<file path="config.mk">
export PLATFORM = sky130hd
export DESIGN_NAME = pipeline_ctrl
export DESIGN_NICKNAME = d
export VERILOG_FILES = /design/src/rtl/cpu_types_pkg.sv /design/src/rtl/data_path_muxs_pkg.sv /design/src/rtl/pipeline_ctrl_hazard_unit.sv /design/src/rtl/pipeline_ctrl.sv
export SDC_FILE = /design/constraint.sdc
export NUM_CORES = 1
export LEC_CHECK = 0
export ABC_AREA = 0
export CAP_MARGIN = 10
export CELL_PAD_IN_SITES_DETAIL_PLACEMENT = 1
export CELL_PAD_IN_SITES_GLOBAL_PLACEMENT = 1
export CORE_AREA = 2 2 107 99
export DETAILED_ROUTE_END_ITERATION = 8
export DIE_AREA = 0 0 109 101
export PLACE_DENSITY = 0.79
export SYNTH_ARGS = -nofsm -noshare
export SYNTH_HDL_FRONTEND = slang
export SYNTH_SLANG_ARGS = --single-unit
</file>
<file path="constraint.sdc">
create_clock -name CLK -period 2.5 [get_ports CLK]
set_input_delay 0.5 -clock CLK [delete_from_list [all_inputs] [get_ports CLK]]
set_output_delay 0.5 -clock CLK [all_outputs]
set_load 0.01 [all_outputs]
</file>
<file path="src/rtl/cpu_types_pkg.sv">
// Shared CPU-wide types: register-file index width and data word.
package cpu_types_pkg;
   localparam int REG_W  = 5;
   localparam int WORD_W = 32;

   typedef logic [REG_W-1:0]  regbits_t;
   typedef logic [WORD_W-1:0] word_t;
endpackage

</file>
<file path="src/rtl/data_path_muxs_pkg.sv">
// Datapath mux selection types and the pipeline controller state enum.
package data_path_muxs_pkg;
   typedef enum logic [0:0] {
      PC_SRC_NPC    = 1'b0,
      PC_SRC_BRANCH = 1'b1
   } pc_src_t;

   typedef enum logic [1:0] {
      RUN    = 2'd0,
      DRAIN  = 2'd1,
      HALTED = 2'd2
   } pipe_ctrl_state_t;
endpackage

</file>
<file path="src/rtl/pipeline_ctrl_hazard_unit.sv">
// Load-use hazard detection between the load in EX and the instruction in ID.
module hazard_unit
   import cpu_types_pkg::*;
(
   input  logic     dREN_ID_EX,
   input  logic     WEN_ID_EX,
   input  regbits_t Rt_ID_EX,
   input  regbits_t Rs_IF_ID,
   input  regbits_t Rt_IF_ID,
   output logic     lu_hazard
);

   logic dest_live;
   logic src_match;

   // $zero is never a real dependency, so a load targeting it never stalls.
   assign dest_live = dREN_ID_EX & WEN_ID_EX & (Rt_ID_EX != '0);
   assign src_match = (Rt_ID_EX == Rs_IF_ID) | (Rt_ID_EX == Rt_IF_ID);
   assign lu_hazard = dest_live & src_match;

endmodule

</file>
<file path="src/rtl/pipeline_ctrl.sv">
// Pipeline sequencer: per-stage enables/flushes, PC control, halt drain and
// saturating stall/flush performance counters.
module pipeline_ctrl
   import cpu_types_pkg::*;
   import data_path_muxs_pkg::*;
#(
   parameter int CNT_W = 32
) (
   input  logic             CLK,
   input  logic             nRST,
   input  logic             ihit,
   input  logic             dhit,
   input  logic             dREN_EX_MEM,
   input  logic             dWEN_EX_MEM,
   input  logic             halt_EX_MEM,
   input  logic             branch_taken_EX_MEM,
   input  logic             dREN_ID_EX,
   input  logic             WEN_ID_EX,
   input  regbits_t         Rt_ID_EX,
   input  regbits_t         Rs_IF_ID,
   input  regbits_t         Rt_IF_ID,
   output logic             pc_enable,
   output logic             pc_sel_branch,
   output logic             enable_IF_ID,
   output logic             enable_ID_EX,
   output logic             enable_EX_MEM,
   output logic             enable_MEM_WB,
   output logic             flush_IF_ID,
   output logic             flush_ID_EX,
   output logic             flush_EX_MEM,
   output logic             halt,
   output logic [CNT_W-1:0] stall_count,
   output logic [CNT_W-1:0] flush_count,
   output pipe_ctrl_state_t state_dbg
);

   pipe_ctrl_state_t state_q, state_d;
   logic             halt_q, halt_d;
   logic [CNT_W-1:0] stall_count_q, stall_count_d;
   logic [CNT_W-1:0] flush_count_q, flush_count_d;

   logic mem_busy;
   logic mem_stall;
   logic lu_hazard;
   logic stall_inc;
   logic flush_inc;

   assign mem_busy  = dREN_EX_MEM | dWEN_EX_MEM;
   assign mem_stall = mem_busy & ~dhit;

   hazard_unit u_hazard_unit (
      .dREN_ID_EX (dREN_ID_EX),
      .WEN_ID_EX  (WEN_ID_EX),
      .Rt_ID_EX   (Rt_ID_EX),
      .Rs_IF_ID   (Rs_IF_ID),
      .Rt_IF_ID   (Rt_IF_ID),
      .lu_hazard  (lu_hazard)
   );

   always_comb begin
      state_d       = state_q;
      pc_enable     = 1'b0;
      pc_sel_branch = 1'b0;
      enable_IF_ID  = 1'b0;
      enable_ID_EX  = 1'b0;
      enable_EX_MEM = 1'b0;
      enable_MEM_WB = 1'b0;
      flush_IF_ID   = 1'b0;
      flush_ID_EX   = 1'b0;
      flush_EX_MEM  = 1'b0;
      stall_inc     = 1'b0;
      flush_inc     = 1'b0;

      case (state_q)
         RUN: begin
            if (mem_stall) begin
               stall_inc = 1'b1;
            end else if (halt_EX_MEM) begin
               // Let the halt itself retire into WB, freeze everything behind it.
               enable_MEM_WB = 1'b1;
               stall_inc     = 1'b1;
               state_d       = DRAIN;
            end else if (branch_taken_EX_MEM) begin
               pc_enable     = 1'b1;
               pc_sel_branch = 1'b1;
               enable_IF_ID  = 1'b1;
               enable_ID_EX  = 1'b1;
               enable_EX_MEM = 1'b1;
               enable_MEM_WB = 1'b1;
               flush_IF_ID   = 1'b1;
               flush_ID_EX   = 1'b1;
               flush_EX_MEM  = 1'b1;
               flush_inc     = 1'b1;
            end else if (lu_hazard || !ihit) begin
               // Hold fetch/decode, inject a bubble into EX, drain the back end.
               enable_ID_EX  = 1'b1;
               enable_EX_MEM = 1'b1;
               enable_MEM_WB = 1'b1;
               flush_ID_EX   = 1'b1;
               stall_inc     = 1'b1;
            end else begin
               pc_enable     = 1'b1;
               enable_IF_ID  = 1'b1;
               enable_ID_EX  = 1'b1;
               enable_EX_MEM = 1'b1;
               enable_MEM_WB = 1'b1;
            end
         end
         DRAIN:   state_d = HALTED;
         HALTED:  state_d = HALTED;
         default: state_d = RUN;
      endcase
   end

   always_comb begin
      halt_d        = (state_d == HALTED);
      stall_count_d = stall_count_q;
      flush_count_d = flush_count_q;
      if (stall_inc && (stall_count_q != '1)) begin
         stall_count_d = stall_count_q + CNT_W'(1);
      end
      if (flush_inc && (flush_count_q != '1)) begin
         flush_count_d = flush_count_q + CNT_W'(1);
      end
   end

   always_ff @(posedge CLK or negedge nRST) begin
      if (!nRST) begin
         state_q       <= RUN;
         halt_q        <= 1'b0;
         stall_count_q <= '0;
         flush_count_q <= '0;
      end else begin
         state_q       <= state_d;
         halt_q        <= halt_d;
         stall_count_q <= stall_count_d;
         flush_count_q <= flush_count_d;
      end
   end

   assign halt        = halt_q;
   assign stall_count = stall_count_q;
   assign flush_count = flush_count_q;
   assign state_dbg   = state_q;

endmodule
</file>
Yosys cells after proc, flatten, opt, wreduce, memory -nomap -nowiden

Index checks and enable logic that the tools add are counted.

Input port bits: 25
Register bits after elaboration: 67
Output and inout bits: 76

Equal/unequal tests: 7
Bitwise gates (word level): 7
Mux-type cells: 26
Reductions and logical operators: 7
$add $sub $neg: 2

Operator list:

| kind                  | count |
|---|---|
| $add 32x1->32 const B | 2 |
| $ne 32x32->1 const B  | 2 |
| $mux 1                | 23 |
| $eq 5x5->1            | 2 |
| $reduce_bool 5->1     | 1 |
| $and 1x1->1           | 4 |
| $eq 2x2->1 const B    | 2 |
| $mux 2                | 2 |
| $pmux 2 s2            | 1 |
| $eq 2x1->1 const B    | 1 |
| $logic_and 1x1->1     | 2 |
| $logic_not 2->1       | 1 |
| $or 1x1->1            | 2 |
| $reduce_or 2->1       | 1 |
| $logic_not 1->1       | 1 |
| $logic_or 1x1->1      | 1 |
| $not 1->1             | 1 |

Logic depth before layout (Yosys ltp)

Gate-level depths: netlist of the first run.

Word-level depth: 10
Mapped depth: 9

Cells and area by module

Synthesis of the first run repeated with hierarchy kept, for this count alone.

Cell total of the unflattened synthesis: 347
Area, all modules: 3485.8 µm²

Modules (own cells, without submodules):

| module        | times used | cells each | seq. area each (µm²) | area each (µm²) |
|---|---|---|---|---|
| pipeline_ctrl | 1          | 330        | 1676.6               | 3353.2 |
| hazard_unit   | 1          | 17         | 0.0                  | 132.6 |

Worst setup path after synthesis of the first run

No wires, ideal clock.

Path kind: in2out
From: in Rt_ID_EX[1]
To: out pc_enable
Stages on the path: 6
Buffers on the path: 1
Required time: 2.000 ns
Data arrival time: 1.702 ns
Path slack: 0.298 ns
Path through: or3_1 > o311a_1 > nand2_1 > a21oi_1 > nor2b_1 > buf_4

Cells in the longest elaborated chain, start to end: 9
Elaborated cells between the ends (all ways): 12
Those cells by class: 2 x eq/ne; 5 x mux; 3 x bitwise; 2 x reduce/logical

Ends and longest elaborated chain:

| what                                            | RTL line                                                         | text |
|---|---|---|
| start: declaration                              | pipeline_ctrl.sv:19                                              | `input regbits_t Rt_ID_EX,` |
| $eq 5x5->1 or $reduce_bool 5->1 (tied branches) | pipeline_ctrl_hazard_unit.sv:18, pipeline_ctrl_hazard_unit.sv:17 |  |
| $or 1x1->1 or $and 1x1->1 (tied branches)       | pipeline_ctrl_hazard_unit.sv:18, pipeline_ctrl_hazard_unit.sv:17 |  |
| $and 1x1->1 (*)                                 | pipeline_ctrl_hazard_unit.sv:19                                  | `assign lu_hazard = dest_live & src_match;` |
| $logic_or 1x1->1 (*)                            | pipeline_ctrl.sv:94                                              | `end else if (lu_hazard \|\| !ihit) begin` |
| $mux 1 (*) (5 in series)                        | --                                                               |  |
| end: declaration                                | pipeline_ctrl.sv:22                                              | `output logic pc_enable,` |

Every way passes the cells marked *; elsewhere a longest branch is shown, timed or not.

Final worst setup path of the first run

From: in Rt_ID_EX[1]
To: out flush_ID_EX

Cells in the longest elaborated chain, start to end: 9
Elaborated cells between the ends (all ways): 12
Those cells by class: 2 x eq/ne; 5 x mux; 3 x bitwise; 2 x reduce/logical

Ends and longest elaborated chain:

| what                                            | RTL line                                                         | text |
|---|---|---|
| $eq 5x5->1 or $reduce_bool 5->1 (tied branches) | pipeline_ctrl_hazard_unit.sv:18, pipeline_ctrl_hazard_unit.sv:17 |  |
| $or 1x1->1 or $and 1x1->1 (tied branches)       | pipeline_ctrl_hazard_unit.sv:18, pipeline_ctrl_hazard_unit.sv:17 |  |
| $and 1x1->1 (*)                                 | pipeline_ctrl_hazard_unit.sv:19                                  |  |
| $logic_or 1x1->1 (*)                            | pipeline_ctrl.sv:94                                              |  |
| $mux 1 (*)                                      | pipeline_ctrl.sv:94                                              |  |
| $mux 1 (*)                                      | pipeline_ctrl.sv:83                                              | `end else if (branch_taken_EX_MEM) begin` |
| $mux 1 (*)                                      | pipeline_ctrl.sv:78                                              | `end else if (halt_EX_MEM) begin` |
| $mux 1 (*)                                      | pipeline_ctrl.sv:76                                              | `if (mem_stall) begin` |
| $mux 1 (*)                                      | pipeline_ctrl.sv:74                                              | `case (state_q)` |
| end: declaration                                | pipeline_ctrl.sv:29                                              | `output logic flush_ID_EX,` |

Marks and branches as above.

==> key figures, run 1 <==
Status
  • Status: complete, no violations

Floorplan
  • # IOs: approximately 100
  • Die Span X: approximately 110 um
  • Initial core utilization: 34.94%
  • Die H: about 100 um
  • # rows: 35
  • Core area: 9941 um^2
  • Die area: 11010 um^2

Clock network
  • Clock Pin Slew Worst Setup and Hold Paths: ~0.070 ns
  • Clock Sinks: 67
  • Clk_lat worst skew: 0.33 ns
  • CTS tree: done
  • Hold-fix buffers, CTS: 0
  • H-tree Lvls: 3
  • Worst-case clock buffer depth: 2
  • Root Buffer: clkbuf_8
  • Number of buffers created by CTS: 9

Worst setup path
  • Critical path launch point: Rt_ID_EX[1]
  • Crit end category: output pin
  • CP required: 2.00 ns
  • Reg2reg end: stall_count[17]
  • Critical Path AT: approximately 1.9 ns
  • Crit Path Class: input pin to output pin
  • R2r startpoint: stall_count[3]
  • Critical Path End: flush_ID_EX
  • Cells on worst reg2reg path: 7
  • CP Max Fanout: 2
  • WP buf/inv: 2
  • CP peak stage delay: 0.36 ns
  • Crit path launch type: input pin
  • Critical path depth: 7
  • R2R setup slack: roughly 0.21 ns
  • Critical path's top delay family: simple AND/OR/NAND/NOR gates
  • Crit path cell chain: dlygate4sd2_1, or3_1, o311a_1, nand2_2, nand2_1, o21a_1, buf_2
  • CP max stage cell: or3_1

Power
  • Total power: roughly 3.1 mW
  • Register share of total power: between 40 and 50%
  • Clock power frac: about a quarter
  • Pwr/cell area: approximately 620 nW/um^2
  • P_int: approximately 2.1 mW
  • Comb pwr share: between 30% and 40%
  • VDD IR max: approximately 0.45 mV
  • Pleak: 2.291 nW
  • P_sw: 989.4 uW
  • Sw Ratio: 32.21%

Logic synthesis
  • Ys async rst share: 100.0%
  • Top FF cell, synth: dfrtp_1
  • YS warnings: 0
  • EDFF count, synth: 0
  • Yosys cell types: 37
  • Synth Instances: around 330
  • Syn avg cell area: ~10 um^2
  • Register bit total from synthesis: 67
  • Syn nets: 360
  • Post-Syn Area: approximately 3500 um^2
  • Post-synthesis sequential area ratio: 48.27%

Drt
  • Met3 WL post-DR: 480 um
  • 1st-iter DRT viols: 83
  • WL/cell: between 15 and 20 um
  • Top sig layer: met4
  • M1 WL: around 4.5 mm
  • DR pass1 iterations: 4
  • Drt total wl: 9.850 mm
  • Via count: 2997
  • Post-route ant nets: 0
  • Met2 layer wire length in the routed design: roughly 4.8 mm
  • Avg Vias per Cell: between 5 and 6
  • # DRC: 0

Run
  • Max_cap viols: 0

Cells and area
  • Area growth syn-to-layout: 43.41%
  • Fill count: 1145
  • Cell Count, Final, Fillers Out: roughly 590
  • Register area: 1677 um^2
  • Total Nets Final: between 400 and 500
  • Commonest non-fill, non-tap cell in the layout: clkdlybuf4s50_1
  • Share of cells above drive strength 1: around an eighth
  • Inserted Diodes: 0
  • Multi-input logic area: approximately 1700 um^2
  • Most frequent cells in the layout: clkdlybuf4s50_1 (86), dfrtp_1 (67), xor2_1 (37)

Timing
  • RSZ-0062 raised after global routing: no
  • Final count of negative-setup-slack endpoints: 0
  • Setup WS post-layout: between 0.1 and 0.15 ns
  • Final Hold Fails: 0
  • Final Max Slew Viols: 0
  • Final Skew: approximately 0.019 ns
  • Hold_ws: about 0.26 ns
  • Tmin final: approximately 2.4 ns
  • Slew @ Worst Pin: ~0.8 ns
  • Period Utilization, post-route: between 90% and 100%
  • Slew headroom: a little under half
  • Fmax: about 420 MHz

GRT
  • Congestion Overflow GR: 0
  • Largest net degree at the start of global routing: 35
  • Antenna violations before repair: 0
  • Vias in the first global route: 3212
  • First-pass GRT wire length: about 16 mm
  • Global Route Usage Sum: between 10% and 20%

Placement
  • RD Place Congestion: between 0.8 and 0.9
  • Placed Cells: between 500 and 600
  • Pre-CTS worst setup slack: -0.5038 ns
  • Port Buffers: 100
  • DPL Wire Length: 7.549 mm

Worst hold path
  • Worst Hold Class: input pin to async pin
-- flip-flops by register name (all words and copies together) (netlist names) --
| register | count |
|---|---|
| state_dbg | 2 |
| flush_count | 32 |
| halt | 1 |
| stall_count | 32 |
-- worst min-delay path by stage --
stage / to / slack, ns
after global routing: stall_count[13] / 0.32
after detailed placement: stall_count[12] / 0.49
after CTS: stall_count[20] / 0.28
final: stall_count[13] / 0.26
after global placement: stall_count[27] / 0.48
after floorplan: flush_count[0] / 0.20
-- kinds of logic (layout without fill, tap and decap cells) --
family          count (synthesis)  count (layout)  share of synthesized area (%)
xor+xnor                       70              70                          17.65
compound gates                 12              12                          2.594
flops                          67              67                          48.27
mux                             4               4                          1.297
buf+inv                        21             149                          3.350
simple gates                  155             155                          25.76
fa+ha+maj                       3               3                          1.081
-- power groups by stage --
stage / clock network [mW] / registers [mW] / logic, mW
finish: 0.766 / 1.33 / 0.981
floorplan: 0 / 1.36 / 0.379
detailed placement: 0 / 1.35 / 0.989
global placement: 0 / 1.34 / 0.961
CTS: 0.795 / 1.33 / 0.989
global route: 0.843 / 1.35 / 1.07
-- timing repair --
item                                    in CTS  in global routing
pin swaps                                    2                  2
gates resized for setup                     23                  8
setup buffers                                2                  1
endpoints found under the setup margin       8                  7
gates cloned                                 0                  0
hold endpoints to repair                     0                  0
-- per-stage QoR --
step | TNS [ns] | cell area (um^2) | utilization (%)
2_1_floorplan | 0 | 3473 | -
3_3_place_gp | -6.624 | 4782 | 48.11
3_5_place_dp | -9.790 | 4782 | 48.11
4_1_cts | -0.007099 | 4940 | 49.69
5_1_grt | 0 | 4981 | 50.11
6_report | 0 | 4981 | 50.11
-- final cells by class --
type	instances	share of cell area, %
Multi-Input combinational cell	244	34.49
Sequential cell	67	33.66
Timing Repair Buffer	128	24.89
Clock inverter	3	0.3517
Tap cell	129	3.240
Inverter	8	0.6029
Clock buffer	10	2.763
-- routing by layer --
| metal | up-vias | GRT usage, % |
|---|---|---|
| li1 | 1415 | - |
| met1 | 1505 | 25.51 |
| met2 | 70 | 30.53 |
| met3 | 7 | 3.103 |
| met4 | 0 | 5.227 |
| met5 | - | 0 |
-- Yosys cell counts (2+ instances only) --
master	n	share of area, %
inv_1	8	0.86
xor2_1	37	9.3
dfrtp_1	67	48
nand2_1	28	3.0
nand3_1	24	3.5
and2_1	2	0.36
nor3_1	13	1.9
buf_4	7	1.5
ha_1	3	1.1
xnor2_1	33	8.3
nor4_4	2	1.2
nor4b_1	2	0.50
a21oi_1	2	0.29
o21a_1	3	0.65
o21ai_0	2	0.29
nor2b_1	4	0.72
nor3b_1	4	0.86
buf_2	3	0.43
nor2_1	15	1.6
nand4_1	19	3.4
and4_1	10	2.5
or3_1	3	0.54
mux2_2	3	0.97
and3_1	12	2.2
nor4_1	13	2.3
clkbuf_1	2	0.22
Note: power is estimated with default switching activity, not from simulation.
==> inputs of run 2 (changes only) <==
--- a/config.mk
+++ b/config.mk
@@ -12,7 +12,7 @@
 export CORE_AREA = 2 2 107 99
 export DETAILED_ROUTE_END_ITERATION = 8
 export DIE_AREA = 0 0 109 101
-export PLACE_DENSITY = 0.79
+export PLACE_DENSITY = 0.83
 export SYNTH_ARGS = -nofsm -noshare
 export SYNTH_HDL_FRONTEND = slang
 export SYNTH_SLANG_ARGS = --single-unit
==> run 2 against run 1 <==
Net effect: first-iteration DRC count grew 16%; flip-flop and latch count unchanged; register-to-register slack improved by 0.02 ns; clock-buffer cell count rose by 2; setup slack worse by 0.056 ns; sequential power hardly changed; final area rose by 2.0%; wire length increased by 1.4%; combinational power decreased by 0.4%; global-route usage is 0.54 points higher; critical endpoint is now pc_sel_branch.
==> key figures, run 2 (same netlist as run 1, synthesis figures left out) <==
Timing
  • Tmin final: 2.456 ns
  • Final Skew: roughly 0.012 ns
  • Final Max Slew Viols: 0
  • Fmax: approximately 410 MHz
  • Sum Neg Setup Slack: 0 ns
  • Setup WS post-layout: 0.04373 ns
  • Final Hold Fails: 0
  • Final count of negative-setup-slack endpoints: 0
  • Period Utilization, post-route: a little over nine tenths
  • RSZ-0062 raised after global routing: no
  • Slew headroom: between 60% and 70%
  • Hold_ws: around 0.11 ns
  • Slew @ Worst Pin: 0.5146 ns

Clock network
  • Clock Pin Slew Worst Setup and Hold Paths: roughly 0.080 ns
  • Root Buffer: clkbuf_8
  • H-tree Lvls: 3
  • Clock Sinks: 67
  • Clk_lat worst skew: 0.34 ns
  • CTS tree: done
  • Worst-case clock buffer depth: 2
  • Number of buffers created by CTS: 9
  • Hold-fix buffers, CTS: 0

Floorplan
  • Die Span X: around 110 um
  • Die area: roughly 11000 um^2
  • # IOs: ~100
  • Die H: approximately 100 um
  • # rows: 35
  • Initial core utilization: 34.94%
  • Core area: 9941 um^2

Power
  • Pleak: between 2 and 2.5 nW
  • VDD IR max: between 0.4 and 0.5 mV
  • Pwr/cell area: between 600 and 700 nW/um^2

Placement
  • Placed Cells: around 570
  • RD Place Congestion: 0.8528
  • Pre-CTS worst setup slack: -0.4808 ns
  • DPL Wire Length: 7.592 mm
  • Port Buffers: 100

GRT
  • First-pass GRT wire length: about 17 mm
  • Vias in the first global route: between 3000 and 4000
  • Largest net degree at the start of global routing: 36
  • Global Route Usage Sum: about 19%
  • Congestion Overflow GR: 0
  • Antenna violations before repair: 0

Drt
  • 1st-iter DRT viols: 96
  • Avg Vias per Cell: roughly 5.1
  • # DRC: 0
  • WL/cell: 16.90 um
  • Via count: between 3000 and 4000
  • Drt total wl: about 10 mm
  • Post-route ant nets: 0
  • DR pass1 iterations: 4

Worst setup path
  • Most used cell, CP: clkdlybuf4s50_1
  • Crit path launch type: input pin
  • Critical Path End: pc_sel_branch
  • Critical path launch point: dREN_EX_MEM
  • Reg2reg end: stall_count[22]
  • Critical path's top delay family: buffers and inverters
  • Cells on worst reg2reg path: 6
  • Crit path cell chain: clkdlybuf4s50_1, o21bai_2, and4_4, clkdlybuf4s50_1
  • Crit Path Class: input pin to output pin
  • CP peak stage delay: about 0.54 ns
  • WP buf/inv: 2
  • Critical Path AT: roughly 2 ns
  • Critical path depth: 4
  • CP required: about 2.0 ns
  • Crit end category: output pin
  • R2R setup slack: about 0.23 ns
  • CP Max Fanout: 4
  • R2r startpoint: stall_count[1]
  • CP max stage cell: clkdlybuf4s50_1

Run
  • Max_cap viols: 0

Worst hold path
  • Worst Hold Class: input pin to async pin

Cells and area
  • Most frequent cells in the layout: clkdlybuf4s50_1 (87), dfrtp_1 (67), xor2_1 (37)
  • Cell Count, Final, Fillers Out: roughly 590
  • Inserted Diodes: 0
  • Area growth syn-to-layout: 46.25%
  • Share of cells above drive strength 1: 14.07%
  • Commonest non-fill, non-tap cell in the layout: clkdlybuf4s50_1
  • Total Nets Final: roughly 490

Status
  • Status: complete, no violations
run 2: cell types whose count changed in the layout (fill, tap and decap cells not counted):
cell	delta
o21bai_2	+1
nor4_1	-1
buf_12	-1
ha_2	+1
o21bai_4	-1
bufinv_16	+3
ha_1	-1
clkdlybuf4s50_1	+1
dlymetal6s2s_1	+3
clkbuf_8	+2
nor4_2	+1
clkinv_2	-1
dlygate4sd2_1	-4
clkinvlp_4	-1
run 2: metrics by stage:
stage / area [um^2] / power (mW) / util, %
after detailed placement: 4777 / 2.312 / 48.06
after CTS: 5031 / 3.479 / 50.61
after global routing: 5080 / 3.635 / 51.10
after floorplan: 3473 / 1.743 / -
after global placement: 4777 / 2.279 / 48.06
final: 5080 / 3.456 / 51.10
run 2: worst min-delay path by stage:
stage | start | slack (ns) | end
final | nRST | 0.11 | stall_count[7]
after global routing | nRST | 0.13 | stall_count[7]
after CTS | nRST | 0.12 | stall_count[7]
after detailed placement | stall_count[27] | 0.48 | stall_count[27]
after global placement | stall_count[27] | 0.47 | stall_count[27]
after floorplan | nRST | 0.20 | flush_count[0]
run 2: layout make-up:
type / count / area (um^2)
clock buffers: 12 / 165.2
clock inverters: 4 / 95.09
fillers: 1103 / 4861
inverters: 8 / 30.03
multi-input cells: 244 / 1719
flip-flops and latches: 67 / 1677
well taps: 129 / 161.4
repair buffers: 127 / 1232
run 2: layer usage:
metal  GRT usage, %  part of all wire [%]  vias up  routed length (um)
li1               -                     -     1416                   -
met1          24.88                    45     1512                4490
met2          32.30                    49       68                4886
met3          3.620                   5.1       10                 506
met4          6.213                   1.1        0                 105
met5              0                     0        -                   0
run 2: timing repair:
action	CTS	global route
resized for setup	17	14
buffers inserted	1	0
pin swaps	2	3
cloned	0	0
setup endpoints to repair	9	21
run 2: report_power, final:
part	switching, mW	total [mW]	internal [mW]
registers	0.132	1.32	1.19
logic	0.452	0.977	0.525
clock network	0.415	1.16	0.743
